==> config.mk <==
export PLATFORM = sky130hd
export DESIGN_NAME = spi_nor_responder
export DESIGN_NICKNAME = d
export VERILOG_FILES = /design/src/rtl/spi_nor_responder.sv
export SDC_FILE = /design/constraint.sdc
export NUM_CORES = 1
export LEC_CHECK = 0
export ABC_CLOCK_PERIOD_IN_PS = 39800
export CELL_PAD_IN_SITES_DETAIL_PLACEMENT = 0
export CELL_PAD_IN_SITES_GLOBAL_PLACEMENT = 1
export CORE_ASPECT_RATIO = 1.25
export CORE_MARGIN = 1
export CORE_UTILIZATION = 42
export DETAILED_ROUTE_END_ITERATION = 10
export GPL_TIMING_DRIVEN = 0
export PLACE_DENSITY = 0.74
export SLEW_MARGIN = 20
export SYNTH_ARGS = -nofsm -noshare
export SYNTH_HDL_FRONTEND = slang
export SYNTH_SLANG_ARGS = --single-unit
==> constraint.sdc <==
create_clock -name p_clk -period 39.8 [get_ports p_clk]
set_clock_uncertainty 0.05 [all_clocks]
set_input_delay 7.96 -clock p_clk [delete_from_list [all_inputs] [get_ports p_clk]]
set_output_delay 7.96 -clock p_clk [all_outputs]
set_load 0.05 [all_outputs]
==> src/rtl/spi_nor_responder.sv <==
// spi_nor_responder
// Flash-side responder for the APB-to-SPI controller's byte-lane frame:
// one command byte, three address bytes (MSB first), four data bytes.
// Writes are committed into a small word array, and reads return the stored
// word one byte per s_clk period on s_miso.

module spi_nor_responder #(
    parameter int AW = 4
) (
    input  logic       p_clk,
    input  logic       p_reset,
    input  logic       s_clk,
    input  logic       s_css,
    input  logic [7:0] s_mosi,
    output logic [7:0] s_miso,
    output logic       wr_done,
    output logic       rd_done,
    output logic       cmd_err
);

    localparam int DEPTH = 1 << AW;

    localparam logic [2:0] ST_IDLE   = 3'd0;
    localparam logic [2:0] ST_CMD    = 3'd1;
    localparam logic [2:0] ST_ADDR   = 3'd2;
    localparam logic [2:0] ST_RDATA  = 3'd3;
    localparam logic [2:0] ST_WDATA  = 3'd4;
    localparam logic [2:0] ST_DONE   = 3'd5;
    localparam logic [2:0] ST_IGNORE = 3'd6;

    localparam logic [7:0] CMD_READ  = 8'h01;
    localparam logic [7:0] CMD_WRITE = 8'h02;

    logic          s_clk_q;
    logic          rise;
    logic [2:0]    state;
    logic [2:0]    bidx;
    logic          is_read;
    // Only the low AW bits of the 24-bit address select a word. Shifting the
    // address bytes through an AW-bit register drops the upper bits as they
    // arrive, which gives the modulo-2^AW wrap directly.
    logic [AW-1:0] addr_idx;
    logic [AW-1:0] idx_next;
    logic [23:0]   wbuf;
    logic [23:0]   rbuf;
    logic [31:0]   rd_word;
    logic [31:0]   wr_word;
    logic          commit;
    logic [31:0]   mem [DEPTH];

    // Chip select is folded into the edge detect, so a rise coinciding with
    // s_css going high is dropped.
    assign rise     = s_clk & ~s_clk_q & ~s_css;
    assign idx_next = AW'({addr_idx, s_mosi});
    assign rd_word  = mem[idx_next];
    assign wr_word  = {wbuf, s_mosi};
    assign commit   = rise && (state == ST_WDATA) && (bidx == 3'd7);

    // Previous s_clk sample for rising-edge detection.
    always_ff @(posedge p_clk or posedge p_reset) begin
        if (p_reset) begin
            s_clk_q <= 1'b0;
        end else begin
            s_clk_q <= s_clk;
        end
    end

    // Frame byte index: cleared between frames, saturates at the last byte.
    always_ff @(posedge p_clk or posedge p_reset) begin
        if (p_reset) begin
            bidx <= 3'd0;
        end else if (s_css) begin
            bidx <= 3'd0;
        end else if (rise && (bidx != 3'd7)) begin
            bidx <= bidx + 3'd1;
        end
    end

    // Frame decoder: command, address and data phases, s_miso and pulses.
    always_ff @(posedge p_clk or posedge p_reset) begin
        if (p_reset) begin
            state    <= ST_IDLE;
            is_read  <= 1'b0;
            addr_idx <= '0;
            wbuf     <= '0;
            rbuf     <= '0;
            s_miso   <= 8'h00;
            wr_done  <= 1'b0;
            rd_done  <= 1'b0;
            cmd_err  <= 1'b0;
        end else begin
            wr_done <= 1'b0;
            rd_done <= 1'b0;
            cmd_err <= 1'b0;
            if (s_css) begin
                state  <= ST_IDLE;
                s_miso <= 8'h00;
            end else if (rise) begin
                case (state)
                    ST_IDLE: begin
                        if (s_mosi == CMD_READ) begin
                            state   <= ST_CMD;
                            is_read <= 1'b1;
                        end else if (s_mosi == CMD_WRITE) begin
                            state   <= ST_CMD;
                            is_read <= 1'b0;
                        end else begin
                            state   <= ST_IGNORE;
                            cmd_err <= 1'b1;
                        end
                    end
                    ST_CMD: begin
                        addr_idx <= idx_next;
                        state    <= ST_ADDR;
                    end
                    ST_ADDR: begin
                        addr_idx <= idx_next;
                        if (bidx == 3'd3) begin
                            if (is_read) begin
                                state  <= ST_RDATA;
                                rbuf   <= rd_word[23:0];
                                s_miso <= rd_word[31:24];
                            end else begin
                                state <= ST_WDATA;
                            end
                        end
                    end
                    ST_RDATA: begin
                        case (bidx)
                            3'd4: s_miso <= rbuf[23:16];
                            3'd5: s_miso <= rbuf[15:8];
                            3'd6: begin
                                s_miso  <= rbuf[7:0];
                                rd_done <= 1'b1;
                            end
                            3'd7: state <= ST_DONE;
                            default: ;
                        endcase
                    end
                    ST_WDATA: begin
                        wbuf <= wr_word[23:0];
                        if (bidx == 3'd7) begin
                            state   <= ST_DONE;
                            wr_done <= 1'b1;
                        end
                    end
                    default: ;
                endcase
            end
        end
    end

    // Word array: cleared on reset, written once the 4th data byte arrives.
    always_ff @(posedge p_clk or posedge p_reset) begin
        if (p_reset) begin
            for (int i = 0; i < DEPTH; i++) begin
                mem[i] <= 32'h0;
            end
        end else if (commit) begin
            mem[addr_idx] <= wr_word;
        end
    end

endmodule

==> results by group, run 1 <==
Final layout
  • Multi-input gate area: 10900 um^2
  • Fin nets: 1932
  • Ratio of cells with drive above 1 in the final layout: 0.332
  • N_diodes: 0
  • FF+latch area: 14600 um^2
  • Post-Layout Cell Count: 2789
  • Fillers: 5476
  • Area added between synthesis and finish: 12.0%

Status
  • Outcome: finished, final reports clean

Job
  • Max cap viols: 0

Place
  • Port buffer count: 15
  • Placed Cells incl. Taps: 2687
  • Dpl ws: 28.82 ns
  • Post-DP HPWL: 49400 um
  • Final GP Congestion: 0.836

Setup path
  • Reg-to-reg slack, setup: 36.76 ns
  • Crit path launch type: input pin
  • Setup crit end kind: flop
  • WP data required: 40.21 ns
  • CP Max Fanout: 10
  • Critical path type: input pin to flop
  • WP data arrival: 10.78 ns

Logic synthesis
  • Cell with the most instances after synthesis: dfrtp_1
  • Mean area per synthesized cell: 14.4 um^2
  • Synthesized flop and latch total: 583
  • Top post-synthesis cells by area: dfrtp_1 55%, mux2_2 16%, mux4_2 6.9%
  • Syn Nets: 1853
  • Share of the synthesized area in the top cell type: 0.552
  • Netlist Area Pre-Place: 26400 um^2
  • Largest family of logic cells by synthesized area: multiplexers
  • Mux share of post-synthesis cell area: 0.330
  • Sequential share of the synthesized area: 0.552
  • Synth Area in Compound Gates: 0.0364
  • Post-Synth Adder-Cell Area: 0.00284
  • Yosys top cell by area: dfrtp_1
  • Synth Instances: 1835
  • Asr flop ratio synth: 1.00
  • Post-synth cell types: 56
  • Top FF cell, synth: dfrtp_1
  • Most frequent cells after synthesis: 583 x dfrtp_1, 364 x mux2_2, 151 x mux2_1
  • Simple-Gate Fraction of Synth Area: 0.0435
  • Post-synthesis xor/xnor area fraction: 0.000994
  • Yosys warning total: 0
  • Post-synth EDFFs: 0

Drt
  • Drt drc: 0
  • DRT antenna net count: 0
  • Via-per-instance ratio: 5.65
  • First DRT Iteration DRCs: 1162
  • Routed vias: 15800
  • Detailed Routing Iterations Pass 1: 5
  • Routed wire length: 71000 um
  • DR WL/cell: 25.5 um

Timing
  • Max Slew Vio Count: 0
  • Fin crit share: 0.261
  • Slew of the pin with the lowest slew margin: 0.958 ns
  • Hold Violations, Final: 0
  • Setup_tns: 0 ns
  • # setup viols final: 0
  • RSZ-0062 raised after global routing: no
  • Final worst setup slack: 29.43 ns
  • Highest clock rate: 0.0964 GHz
  • Tmin final: 10.37 ns
  • Max transition margin: 0.362

Die
  • Die W: 226 um
  • Die area: 64000 um^2
  • Die H: 283 um
  • Ports: 23
  • Initial core utilization: 0.425
  • FP Rows: 102
  • Core outline area: 62200 um^2

Clock network
  • H-tree levels: 2
  • Post-CTS sizing: 0
  • Clock Pin Slew Worst Setup and Hold Paths: 0.06 ns
  • Largest buffer count on any clock path: 3
  • CTS Sinks: 583
  • Clk_lat worst skew: 0.62 ns
  • Post-CTS setup buffer count: 0
  • Clock Root Buffer: clkbuf_16
  • # hold bufs at CTS: 0
  • TritonCTS clock tree: built
  • CTS buffer count: 57

Global routing
  • First-pass GRT wire length: 108000 um
  • Grt ovf: 0
  • GRT Total Usage: 0.230
  • Largest net degree at the start of global routing: 113
  • Number of global-route vias before repair: 17000
  • Antenna violations before repair: 0

Power and ir drop
  • Max IR drop VDD: 32.5 uV
  • PwrDens: 41.6 nW/um^2
  • Total power: 0.00123 W
  • Leakage: 14.6 nW

Min path
  • HP Class: flop to flop
==> per-layer routing <==
metal | track usage | routed length [um] | vias to the layer above
met4 | 0.0977 | 2900 | 0
met2 | 0.406 | 36600 | 350
met1 | 0.280 | 28800 | 8399
li1 | - | - | 6876
met5 | 0 | 0 | -
met3 | 0.0322 | 2660 | 142
==> through the flow <==
step,area [um^2],utilization,hold WS (ns)
2_1_floorplan,26400,-,0.409
6_report,29600,0.477,0.434
4_1_cts,29600,0.477,0.441
3_3_place_gp,27600,0.445,0.418
5_1_grt,29600,0.477,0.448
3_5_place_dp,27800,0.447,0.428
==> worst paths after layout <==
check,cells after the start,end,start
min in group asynchronous,2,mem[293],p_reset
worst max register to register,6,s_miso[3],bidx[2]
max in group asynchronous,6,rbuf[19],p_reset
worst min register to register,1,mem[269],mem[269]
worst min-delay path,1,mem[269],mem[269]
worst max-delay path,8,rbuf[19],s_mosi[3]
==> state kept, by name (all words and copies together) (netlist names), 3 cells and up <==
| signal | flops |
|---|---|
| addr_idx | 4 |
| s_miso | 8 |
| state | 3 |
| wbuf | 24 |
| bidx | 3 |
| rbuf | 24 |
| mem | 512 |
==> cell type report <==
type / instances / share of cell area
repair buffers: 20 / 0.00972
multi-input cells: 1070 / 0.369
flip-flops and latches: 583 / 0.493
well taps: 832 / 0.0351
inverters: 10 / 0.00152
clock buffers: 83 / 0.0566
clock inverters: 19 / 0.00553
plain buffers: 172 / 0.0296
==> worst max-delay path, stage by stage <==
cell,delay (ns)
clkdlybuf4s50_1,0.55
clkbuf_1,0.56
or3_1,0.19
clkbuf_1,0.27
clkbuf_1,0.74
o22ai_1,0.20
nor2_1,0.18
a31oi_1,0.10
==> report_power, final <==
group | internal [W] | switching [W]
registers | 0.000600 | 0.00000869
clock network | 0.000304 | 0.000231
logic | 0.0000210 | 0.0000677
==> cells by family (layout without fill, tap and decap cells) <==
group / Yosys count / after routing
AO/OA/AOI/OAI: 142 / 142
XOR/XNOR: 3 / 3
AND/OR/NAND/NOR: 213 / 213
flip-flops: 583 / 583
multiplexers: 706 / 706
buffers and inverters: 182 / 304
adder cells (fa/ha/maj): 6 / 6
==> layout by cell type (no fill, tap or decap), types with 12 or more instances in the layout <==
cell type / n
a22oi_1: 31
nand2_1: 75
o22ai_1: 54
a31oi_1: 25
clkdlybuf4s50_1: 15
dfrtp_1: 583
clkbuf_16: 59
buf_1: 20
mux2i_1: 110
mux2_2: 364
mux4_2: 81
clkbuf_1: 82
nand3_2: 12
mux2_1: 151
buf_6: 19
and3_1: 12
buf_2: 61
nor2_1: 59
(Power assumes the default switching activity.)
==> run 2: changes to the inputs <==
--- a/config.mk
+++ b/config.mk
@@ -5,7 +5,7 @@
 export SDC_FILE = /design/constraint.sdc
 export NUM_CORES = 1
 export LEC_CHECK = 0
-export ABC_CLOCK_PERIOD_IN_PS = 39800
+export ABC_CLOCK_PERIOD_IN_PS = 10500
 export CELL_PAD_IN_SITES_DETAIL_PLACEMENT = 0
 export CELL_PAD_IN_SITES_GLOBAL_PLACEMENT = 1
 export CORE_ASPECT_RATIO = 1.25
==> constraint.sdc (replaced) <==
create_clock -name p_clk -period 10.5 [get_ports p_clk]
set_clock_uncertainty 0.05 [all_clocks]
set_input_delay 2.1 -clock p_clk [delete_from_list [all_inputs] [get_ports p_clk]]
set_output_delay 2.1 -clock p_clk [all_outputs]
set_load 0.05 [all_outputs]
==> run 2 against run 1 <==
Global-route usage about the same. Setup slack worse by 24 ns. Worst hold slack improved by 0.0011 ns. Sequential share of layout area fell by 0.56 points. Via count grew 0.77%. Count of clock-buffer cells in the layout increased by 10. Die area unchanged. Critical path depth fell by 1. Design area is 1.2% higher. Final cell count increased by 0.54%. Sequential power rose to 3.8 times the previous value. Power increased to 3.8 times the previous value. Largest cell class unchanged. Largest power group unchanged.
==> results by group, run 2 (same netlist as run 1, synthesis figures left out) <==
Setup path
  • Slowest stage cell on the critical path: clkbuf_1
  • CP Max Fanout: 10 (unchanged)
  • Crit Reg-Reg Startpoint: bidx[2]
  • Reg-to-reg slack, setup: 7.52 ns (-29.24 ns)
  • CP Cell Sequence: clkdlybuf4s50_1, clkbuf_1, and2_1, clkbuf_1, clkbuf_1, a22oi_1, a31oi_1
  • Slowest stage delay, CP: 0.78 ns (+0.04 ns)
  • CP startpoint: s_mosi[3]
  • Crit path launch type: input pin
  • RR Endpoint: s_miso[3]
  • R2R cell count: 6 (unchanged)
  • Bufs and invs on worst path: 4 (unchanged)
  • CP endpoint: rbuf[13]
  • Critical path type: input pin to flop
  • WP data arrival: 5.06 ns (-5.72 ns)
  • CP Depth: 7 (-1)
  • Crit path max-delay family: buffers and inverters
  • CP most frequent cell: clkbuf_1
  • WP data required: 10.98 ns (-29.23 ns)
  • Setup crit end kind: flop

Clock network
  • CTS buffer count: 57 (unchanged)
  • Clk_lat worst skew: 0.61 ns (about the same)
  • TritonCTS clock tree: built
  • Largest buffer count on any clock path: 3 (unchanged)
  • Post-CTS setup buffer count: 0 (unchanged)
  • CTS Sinks: 583 (unchanged)
  • Clock Pin Slew Worst Setup and Hold Paths: 0.06 ns (about the same)
  • H-tree levels: 2 (unchanged)
  • Clock Root Buffer: clkbuf_16
  • Post-CTS sizing: 0 (unchanged)
  • # hold bufs at CTS: 0 (unchanged)

Drt
  • Routed vias: 15900 (+0.77%)
  • DR WL/cell: 25.6 um (+0.58%)
  • Drt drc: 0 (unchanged)
  • First DRT Iteration DRCs: 1044 (-10%)
  • Detailed Routing Iterations Pass 1: 5 (unchanged)
  • Routed wire length: 71800 um (+1.1%)
  • DRT antenna net count: 0 (unchanged)
  • Via-per-instance ratio: 5.67 (+0.23%)

Place
  • Post-DP HPWL: 50800 um (+2.8%)
  • Final GP Congestion: 0.848 (+1.4%)
  • Port buffer count: 15 (unchanged)
  • Dpl ws: 5.39 ns (-23.43 ns)
  • Placed cell areas: 28100 um^2 (+1.1%)

Timing
  • Slew of the pin with the lowest slew margin: 0.984 ns (+0.0265 ns)
  • Max Slew Vio Count: 0 (unchanged)
  • RSZ-0062 raised after global routing: no
  • Hold WS: 0.436 ns (+0.00113 ns)
  • Tmin final: 4.58 ns
  • Fin crit share: 0.436
  • Highest clock rate: 0.218 GHz
  • Hold Violations, Final: 0 (unchanged)
  • # setup viols final: 0 (unchanged)
  • Max transition margin: 0.344 (-0.0177)
  • Final worst setup slack: 5.92 ns (-23.51 ns)

Final layout
  • Commonest non-fill, non-tap cell in the layout: dfrtp_1
  • Area added between synthesis and finish: 13.3%
  • Most frequent cells in the layout: 583 x dfrtp_1, 364 x mux2_2, 151 x mux2_1, 110 x mux2i_1, 85 x clkbuf_1
  • N_diodes: 0 (unchanged)
  • Largest Register: mem
  • Ratio of cells with drive above 1 in the final layout: 0.335 (+0.00356)
  • Post-route cell area: 30000 um^2 (+1.2%)
  • Fin nets: 1947 (+0.78%)
  • Fillers: 5400 (-1.4%)
  • Top flop regs: mem: 512 flops, rbuf: 24 flops, wbuf: 24 flops
  • Max reg flops: 512 (unchanged)

Global routing
  • Largest net degree at the start of global routing: 37 (-67%)
  • Antenna violations before repair: 0 (unchanged)
  • Grt ovf: 0 (unchanged)
  • First-pass GRT wire length: 108000 um (+0.50%)
  • Number of global-route vias before repair: 17200 (+0.82%)
  • GRT Total Usage: 0.230 (+0.000483)

Power and ir drop
  • Leakage: 14.7 nW (+1.1%)
  • Max IR drop VDD: 127 uV (+290%)
  • Total power: 0.00472 W (+280%)
  • PwrDens: 158 nW/um^2 (+280%)

Status
  • Outcome: finished, final reports clean

Die
  • FP Rows: 102 (unchanged)
  • Initial core utilization: 0.425 (unchanged)
  • Core outline area: 62200 um^2 (unchanged)
  • Die H: 283 um (unchanged)
  • Die W: 226 um (unchanged)
  • Die area: 64000 um^2 (unchanged)
  • Ports: 23 (unchanged)

Job
  • Max cap viols: 0 (unchanged)

Min path
  • HP Class: flop to flop
run 2: cell types whose count changed in the layout (fill, tap and decap cells not counted), sizes merged:
| cell | before | now |
|---|---|---|
| clkinvlp | 3 | 1 |
| clkbuf | 152 | 162 |
| inv | 12 | 9 |
| clkinv | 12 | 7 |
| buf | 108 | 123 |
run 2: area by class of cell:
class | instances | area (um^2) | area share
Sequential cell | 583 | 14600 | 0.487
Timing Repair Buffer | 35 | 588 | 0.0196
Multi-Input combinational cell | 1070 | 10900 | 0.365
Tap cell | 832 | 1040 | 0.0347
Clock buffer | 93 | 1780 | 0.0596
Clock inverter | 9 | 103 | 0.00342
Inverter | 10 | 41.3 | 0.00138
Buffer | 172 | 876 | 0.0292
run 2: how the worst min path moves through the flow:
stage	depth (start not counted)	from	end	slack, ns
detailed placement	1	mem[11]	mem[11]	0.43
global route	1	mem[15]	mem[15]	0.45
global placement	1	mem[3]	mem[3]	0.42
finish	1	mem[15]	mem[15]	0.44
CTS	1	mem[11]	mem[11]	0.44
floorplan	1	mem[128]	mem[128]	0.41
run 2: routing by layer:
metal / track usage / wire length, um / up-vias
met2: 0.413 / 37000 / 378
met1: 0.279 / 29000 / 8470
met5: 0 / 0 / -
met3: 0.0314 / 3070 / 143
li1: - / - / 6897
met4: 0.0904 / 2770 / 0
run 2: per-stage QoR:
step / cells / utilization / setup TNS, ns
global placement: 2682 / 0.445 / -1586.01
floorplan: 1835 / - / 0
detailed placement: 2702 / 0.452 / 0
finish: 2804 / 0.482 / 0
CTS: 2804 / 0.482 / 0
global route: 2804 / 0.482 / 0
run 2: power breakdown:
group          internal, W  switching (W)
Combinational    0.0000907       0.000257
Clock              0.00120       0.000867
Sequential         0.00227      0.0000323
